$ cat src/rtl/oam_dma_if.sv
// Bus_if: shared byte bus between the CPU/MMU, the DMA initiator and memory responders.
interface Bus_if;
    logic [15:0] addr;
    logic [7:0]  wdata;
    logic [7:0]  rdata;
    logic        read_en;
    logic        write_en;
    modport master (output addr, wdata, read_en, write_en, input rdata);
    modport slave  (input addr, wdata, read_en, write_en, output rdata);
endinterface

$ cat src/rtl/oam_dma.sv
// oam_dma: FF46-triggered 160-byte copy from {FF46,8'h00} into OAM, one byte per M-cycle tick.
// Define OAM_DMA_SRC_CLAMP_EN to fold E0..FF source pages down by 8'h20 (echo/WRAM mirror).
module oam_dma #(
    parameter int unsigned OAM_LEN     = 160,
    parameter int unsigned START_DELAY = 1,
    parameter logic [15:0] REG_ADDR    = 16'hFF46
) (
    input  logic       clk,
    input  logic       reset,
    input  logic       tick,
    Bus_if.slave       cpu_bus,
    Bus_if.master      bus,
    output logic       oam_we,
    output logic [7:0] oam_addr,
    output logic [7:0] oam_wdata,
    output logic       active
);
    typedef enum logic [1:0] {IDLE, START, XFER} state_t;

    state_t     state_q, state_d;
    logic [7:0] src_hi_q, src_hi_d;
    logic [7:0] idx_q, idx_d;
    logic [7:0] delay_cnt_q, delay_cnt_d;
    logic [7:0] src_eff;
    logic       reg_wr;
    logic       xfer;
    logic       delay_done;
    logic       last_byte;

    assign reg_wr     = cpu_bus.write_en && cpu_bus.addr == REG_ADDR;
    assign xfer       = state_q == XFER;
    assign delay_done = {24'd0, delay_cnt_q} + 32'd1 >= START_DELAY;
    assign last_byte  = idx_q == 8'(OAM_LEN - 1);

`ifdef OAM_DMA_SRC_CLAMP_EN
    assign src_eff = src_hi_q >= 8'hE0 ? src_hi_q - 8'h20 : src_hi_q;
`else
    assign src_eff = src_hi_q;
`endif

    // A register write always wins, restarting the copy even mid-transfer.
    always_comb begin
        state_d     = state_q;
        src_hi_d    = src_hi_q;
        idx_d       = idx_q;
        delay_cnt_d = delay_cnt_q;
        if (reg_wr) begin
            state_d     = START;
            src_hi_d    = cpu_bus.wdata;
            idx_d       = 8'd0;
            delay_cnt_d = 8'd0;
        end else if (tick && state_q == START) begin
            state_d     = delay_done ? XFER : START;
            delay_cnt_d = delay_done ? 8'd0 : delay_cnt_q + 8'd1;
            idx_d       = 8'd0;
        end else if (tick && xfer) begin
            state_d = last_byte ? IDLE : XFER;
            idx_d   = last_byte ? 8'd0 : idx_q + 8'd1;
        end
    end

    always_comb begin
        bus.addr      = xfer ? {src_eff, idx_q} : 16'h0000;
        bus.read_en   = xfer;
        bus.write_en  = 1'b0;
        bus.wdata     = 8'h00;
        oam_we        = xfer && tick && !reg_wr && !reset;
        oam_addr      = xfer ? idx_q : 8'h00;
        oam_wdata     = xfer ? bus.rdata : 8'h00;
        active        = xfer;
        cpu_bus.rdata = cpu_bus.read_en && cpu_bus.addr == REG_ADDR ? src_hi_q : 8'hFF;
    end

    always_ff @(posedge clk) begin
        if (reset) begin
            state_q     <= IDLE;
            src_hi_q    <= 8'hFF;
            idx_q       <= 8'd0;
            delay_cnt_q <= 8'd0;
        end else begin
            state_q     <= state_d;
            src_hi_q    <= src_hi_d;
            idx_q       <= idx_d;
            delay_cnt_q <= delay_cnt_d;
        end
    end
endmodule

$ cat src/flat_wrapper.sv
// flat-port wrapper written by rule: the top's interface ports become plain ports
module oam_dma_flat 
#(
    parameter int unsigned OAM_LEN     = 160,
    parameter int unsigned START_DELAY = 1,
    parameter logic [15:0] REG_ADDR    = 16'hFF46
)
  (clk, reset, tick, oam_we, oam_addr, oam_wdata, active, cpu_bus_addr, cpu_bus_wdata, cpu_bus_read_en, cpu_bus_write_en, cpu_bus_rdata, bus_addr, bus_wdata, bus_read_en, bus_write_en, bus_rdata);
  Bus_if cpu_bus_i ();
  Bus_if bus_i ();
  input  logic clk;
  input  logic reset;
  input  logic tick;
  output logic oam_we;
  output logic [7:0] oam_addr;
  output logic [7:0] oam_wdata;
  output logic active;
  input wire logic [$bits(cpu_bus_i.addr)-1:0] cpu_bus_addr;
  input wire logic [$bits(cpu_bus_i.wdata)-1:0] cpu_bus_wdata;
  input wire logic [$bits(cpu_bus_i.read_en)-1:0] cpu_bus_read_en;
  input wire logic [$bits(cpu_bus_i.write_en)-1:0] cpu_bus_write_en;
  output wire logic [$bits(cpu_bus_i.rdata)-1:0] cpu_bus_rdata;
  output wire logic [$bits(bus_i.addr)-1:0] bus_addr;
  output wire logic [$bits(bus_i.wdata)-1:0] bus_wdata;
  output wire logic [$bits(bus_i.read_en)-1:0] bus_read_en;
  output wire logic [$bits(bus_i.write_en)-1:0] bus_write_en;
  input wire logic [$bits(bus_i.rdata)-1:0] bus_rdata;
  assign cpu_bus_i.addr = cpu_bus_addr;
  assign cpu_bus_i.wdata = cpu_bus_wdata;
  assign cpu_bus_i.read_en = cpu_bus_read_en;
  assign cpu_bus_i.write_en = cpu_bus_write_en;
  assign cpu_bus_rdata = cpu_bus_i.rdata;
  assign bus_addr = bus_i.addr;
  assign bus_wdata = bus_i.wdata;
  assign bus_read_en = bus_i.read_en;
  assign bus_write_en = bus_i.write_en;
  assign bus_i.rdata = bus_rdata;
  oam_dma #(.OAM_LEN(OAM_LEN), .START_DELAY(START_DELAY), .REG_ADDR(REG_ADDR)) u_core (.clk(clk), .reset(reset), .tick(tick), .cpu_bus(cpu_bus_i), .bus(bus_i), .oam_we(oam_we), .oam_addr(oam_addr), .oam_wdata(oam_wdata), .active(active));
endmodule
$ cat config.mk
export PLATFORM = sky130hd
export DESIGN_NAME = oam_dma_flat
export DESIGN_NICKNAME = d
export VERILOG_FILES = /design/src/rtl/oam_dma_if.sv /design/src/rtl/oam_dma.sv /design/src/flat_wrapper.sv
export SDC_FILE = /design/constraint.sdc
export NUM_CORES = 1
export LEC_CHECK = 0
export BUFFER_PORTS_ARGS = -buffer_cell sky130_fd_sc_hd__buf_2
export CAP_MARGIN = 20
export CORE_MARGIN = 2
export CORE_UTILIZATION = 40
export DETAILED_ROUTE_END_ITERATION = 16
export PLACE_DENSITY_LB_ADDON = 0.08
export SKIP_LAST_GASP = 1
export SLEW_MARGIN = 20
export SYNTH_ARGS = -nofsm -noshare
export SYNTH_HDL_FRONTEND = slang
export SYNTH_SLANG_ARGS = --single-unit
$ cat constraint.sdc
create_clock -name clk -period 2.31 [get_ports clk]
set_input_delay 0 -clock clk [delete_from_list [all_inputs] [get_ports clk]]
set_output_delay 0 -clock clk [all_outputs]
set_load 0.005 [all_outputs]
* Word level (Yosys, flattened, before mapping)
Cells that the tools add are included.
** Storage, ports and cells
- Flip-flop bits (word level) :: 26
- Bits in latches :: 0
- Bits in writable memories :: 0
- Memory bits (read-only) :: 0
- Word-level logic and storage cells :: 36
- Memories kept :: 0
** Cells by class
- Add/subtract/negate cells :: 3
- $mul :: 0
- Divide/modulo/power cells :: 0
- $lt $le $gt $ge :: 1
- Equal/unequal tests :: 4
- Shifts and indexed selects :: 0
- Multiplexer cells :: 11
- Bitwise logic cells :: 0
- Reduce and logical (&&, ||, !) cells :: 12
** Operators with widths (count)
- 8-bit 2-to-1 mux :: 5
- 32-bit by 1-bit >= comparator with 1-bit output (second input constant) :: 1
- 8-bit by 1-bit adder with 8-bit output (second input constant) :: 2
- 16-bit equality test (second input constant) :: 1
- 16-bit 2-to-1 mux :: 1
- 8-bit by 1-bit adder with 9-bit output (second input constant) :: 1
- 8-bit equality test (second input constant) :: 1
- 2-bit 2-to-1 mux :: 4
- 1-bit logical AND :: 6
- 3-bit nonzero test :: 1
- 3-bit OR reduction :: 1
- 2-bit by 1-bit equality test with 1-bit output (second input constant) :: 1
- 2-bit equality test (second input constant) :: 1
- 1-bit logical NOT :: 2
- 2-bit nonzero test :: 1
- 2-bit OR reduction :: 1
- 1-bit 2-to-1 mux :: 1

* Logic depth before layout (Yosys ltp)
- Word-level depth :: 5
- Gate-level depth with buffers :: 6
- Mapped depth without buffers :: 6

* Worst setup path after synthesis
No wires, ideal clock.
- Path type :: flip-flop to flip-flop
- Start :: register u_core.delay_cnt_q[0]
- End :: register u_core.delay_cnt_q[0]
- Setup time :: 0.080 ns
- Data arrival time :: 1.289 ns
- Slack :: 0.941 ns
- Cell stages (with the launch flop) :: 7
- Path buffers :: 0
- Clock period less this slack :: 1.369 ns
- Path through :: dfxtp_1 inv_1 ha_1 nor4b_1 nand4_1 o21ai_0 nor3b_1
** Between the ends
- Cells in the longest elaborated chain, start to end :: 3
- Elaborated cells between the ends (all ways) :: 4
- Classes of those cells :: add/sub: 2; order compare: 1; mux: 1
** Ends and longest elaborated chain
- start, declared :: RTL line oam_dma.sv:23 : logic [7:0] delay_cnt_q, delay_cnt_d;
- start signal, assigned :: RTL line oam_dma.sv:84 : delay_cnt_q <= delay_cnt_d;
- 8-bit by 1-bit adder with 9-bit output :: RTL line oam_dma.sv:32 : assign delay_done = {24'd0, delay_cnt_q} + 32'd1 >= START_DELAY;
- 32-bit by 1-bit >= comparator with 1-bit output :: RTL line oam_dma.sv:32
- 8-bit 2-to-1 mux * :: RTL line oam_dma.sv:54 : delay_cnt_d = delay_done ? 8'd0 : delay_cnt_q + 8'd1;
Every way passes the cells marked *; elsewhere a longest branch is shown, timed or not.
A chain may end at the register's enable or synchronous reset.

* Worst setup path after layout
- Start :: input cpu_bus_addr[15]
- End :: output oam_we
** Between the ends
- Cells in the longest elaborated chain, start to end :: 5
** Ends and longest elaborated chain
- start, declared :: RTL line flat_wrapper.sv:18 : input wire logic [$bits(cpu_bus_i.addr)-1:0] cpu_bus_addr;
- 16-bit equality test :: RTL line oam_dma.sv:30 : assign reg_wr = cpu_bus.write_en && cpu_bus.addr == REG_ADDR;
- 1-bit logical AND :: RTL line oam_dma.sv:30
- 1-bit logical NOT :: RTL line oam_dma.sv:67 : oam_we = xfer && tick && !reg_wr && !reset;
- 1-bit logical AND (2 in a row) :: RTL line oam_dma.sv:67
- end, declared :: RTL line flat_wrapper.sv:14 : output logic oam_we;
Every way passes these cells.

==> results.md <==
* Die height at 66.71 um
* Final setup fails at 0
* Post-Synthesis Cells at 189
* Clk sinks at 26
* Drt drc at 0
* Met1 usage at 0.1994
* YS warnings at 0
* Hold_sp: tick
* Pins over their slew limit at 0
* Compound-Gate Fraction of Synth Area at 0.1169
* IO Pins at 89
* Max incr delay on CP at 480 ps
* Reg2reg end: u_core.delay_cnt_q[0]
* Mapped Area at 1573 um^2
* Share of cells above drive strength 1 at 0.3435
* CP dominant cell by count: buf_2
* Total Wirelength at 3.537 mm
* Hold WC Path Type: in2reg
* Antenna cells at 0
* Antenna viol nets, final at 0
* RSZ-0062 raised after global routing: no
* Pre-CTS WS at 764.7 ps
* Largest net degree at the start of global routing at 27
* Leak pwr at 0.9559 nW
* Post-synthesis cell type count at 39
* Worst-margin pin slew at 497.1 ps
* Worst r2r src: u_core.delay_cnt_q[0]
* Die area at 4450 um^2
* Layout Nets at 303
* Overall power at 0.8900 mW
* Setup ws final at 770.2 ps
* Largest family of logic cells by synthesized area: simple AND/OR/NAND/NOR gates
* Reg2reg setup slack at 780 ps
* Final Wtd Congestion at 0.7750
* Clock Tree Root: clkbuf_8
* H-tree depth at 1
* Detailed-router iteration count before antenna repair at 4
* Drt initial violations at 52
* Post-synthesis mux area share at 0
* Fin Setup TNS at 0 ps
* CTS tree: yes
* Via count at 1467
* Max Cap Viol at 0
* Vias in the first global route at 1303
* Crit Path Class: in2out
* Post-synthesis xor/xnor area fraction at 0.03341
* Placement Rows at 22
* PortBufs at 79
* Inserted Clock Buffers at 3
* Met2 Use GR at 0.2813
* Slowest-stage cell, CP: nor2_1
* GRT Max-Usage Layer: met2
* Layout area overhead at 29.44%
* Top cells by area, synth: dfxtp_1, and2_1, buf_4
* Clock Pin Slew Worst Setup and Hold Paths at 90 ps
* Status: finished, final reports clean
* Worst Hold End: u_core.state_q[1]
* Initial Utilization at 0.4232
* Max VDD drop at 345.1 uV
* Total congestion overflow at 0
* PwrDens at 437.2 nW/um^2
* Hold path depth at 3
* WP data required at 2310 ps
* Vias per std cell at 4.732
* List of most frequent post-synthesis cells: and2_1, dfxtp_1, buf_4
* Async SR Flop Fraction at 0
* Post-synth EDFFs at 0
* Post-DP HPWL at 2.597 mm
* Yosys top cell area share at 0.3309
* Cell taking the most area after synthesis: dfxtp_1
* Crit path cell chain: buf_2 > and4_1 > nand2_1 > nor2_1 > nor3_1 > buf_2
* Clk_lat worst skew at 270 ps
* Worst Skew at 2.470 ps
* GRT Overall Usage at 0.1618
* Min cycle time layout at 1540 ps
* Dominant synthesized flop cell: dfxtp_1
* Final count of hold timing violations at 0
* Most common cell in the netlist: and2_1
* Critical-path maximum fanout at 11
* Core area at 3716 um^2
* Die width at 66.71 um
* R2R depth at 6
* Post-CTS Resized at 0
* Worst EP arrival at 1540 ps
* Post-Synth Adder-Cell Area at 0.02387
* Max frequency at 649.4 MHz
* Simple-gate share of the synthesized area at 0.3675
* Critical Path Start Type: primary input
* Mean Syn Cell Area at 8.321 um^2
* GR Layer Usage met3 at 0.02534
* WL/cell at 11.41 um
* Post-synthesis sequential area ratio at 0.3309
* Max Buffers Root-to-Sink at 2
* Period utilization at 0.6666
* Rel. slew slack at 0.6674
* Initial antenna violation count at 0
* Crit. End Element: primary output
* First-pass GRT wire length at 5.589 mm
* Yosys reg bits at 26
-- metrics by stage --
stage          utilization  cells  cell area (um^2)  hold slack [ps]
6_report            0.5478    310              2036            71.62
4_1_cts             0.5478    310              2036            62.84
5_1_grt             0.5478    310              2036            86.61
3_5_place_dp        0.5071    298              1884            267.2
2_1_floorplan            -    197              1603            110.3
3_3_place_gp        0.5071    298              1884            268.4
-- how the worst max path moves through the flow --
stage | from | to | slack, ps | depth (start not counted)
floorplan | u_core.delay_cnt_q[0] | u_core.delay_cnt_q[0] | 940 | 6
global placement | cpu_bus_addr[15] | u_core.idx_q[7] | 790 | 5
detailed placement | cpu_bus_addr[15] | u_core.idx_q[7] | 760 | 5
CTS | cpu_bus_addr[15] | oam_we | 780 | 6
global route | u_core.delay_cnt_q[0] | u_core.delay_cnt_q[0] | 540 | 6
finish | cpu_bus_addr[15] | oam_we | 770 | 6
-- metal layers --
| layer | routed length (um) | part of all wire |
|---|---|---|
| met1 | 1691 | 0.48 |
| met2 | 1621 | 0.46 |
| met3 | 190 | 0.054 |
| met4 | 34 | 0.0096 |
| met5 | 0 | 0 |
-- kinds of logic (layout without fill, tap and decap cells) --
kind of cell    count (synthesis)  after routing
simple gates                   96             96
buf+inv                        31             96
compound gates                 26             26
flops                          26             26
xor+xnor                        6              6
fa+ha+maj                       3              3
other cells                     1              9
-- layout make-up --
cell class | count | area (um^2)
clock buffer | 3 | 41.29
clock inverter | 1 | 30.03
fill | 369 | 1680
inverter | 4 | 15.01
multi-input combinational | 140 | 885.9
sequential | 26 | 520.5
tap | 48 | 60.06
timing repair buffer | 88 | 483.0
-- report_power, final --
part           internal, mW  leakage, nW  total (mW)  switching (mW)
registers             0.448        0.210       0.448      0.00000199
clock network         0.232       0.0357       0.375           0.144
logic                0.0374        0.711      0.0670          0.0296
total                 0.717        0.956       0.890           0.173
-- state kept, by name, summed over array words and instances, names as in the netlist --
name	cells
u_core.src_eff	8
u_core.delay_cnt_q	8
u_core.state_q	2
u_core.idx_q	8
-- cells in the final DEF (no fill, tap or decap), types with 4 or more instances in the layout --
cell / n
nand2_1: 17
nand4_1: 5
nor3_1: 4
o21ai_0: 10
conb_1: 9
and2_1: 30
a41oi_1: 8
nand3_1: 5
nor2_1: 8
dlygate4sd3_1: 8
dfxtp_1: 26
buf_2: 79
inv_1: 4
nand2b_1: 8
-- worst max-delay path, delay by kind of cell --
kind | cells | cell delay, ps
and+or+nand+nor | 4 | 1320
buffers and inverters | 2 | 220
-- timing repair --
action	in CTS	in global routing
hold buffers	8	0
setup buffers	0	0
endpoints found under the hold margin	8	0
No activity file was read; power rests on OpenSTA's default activity.
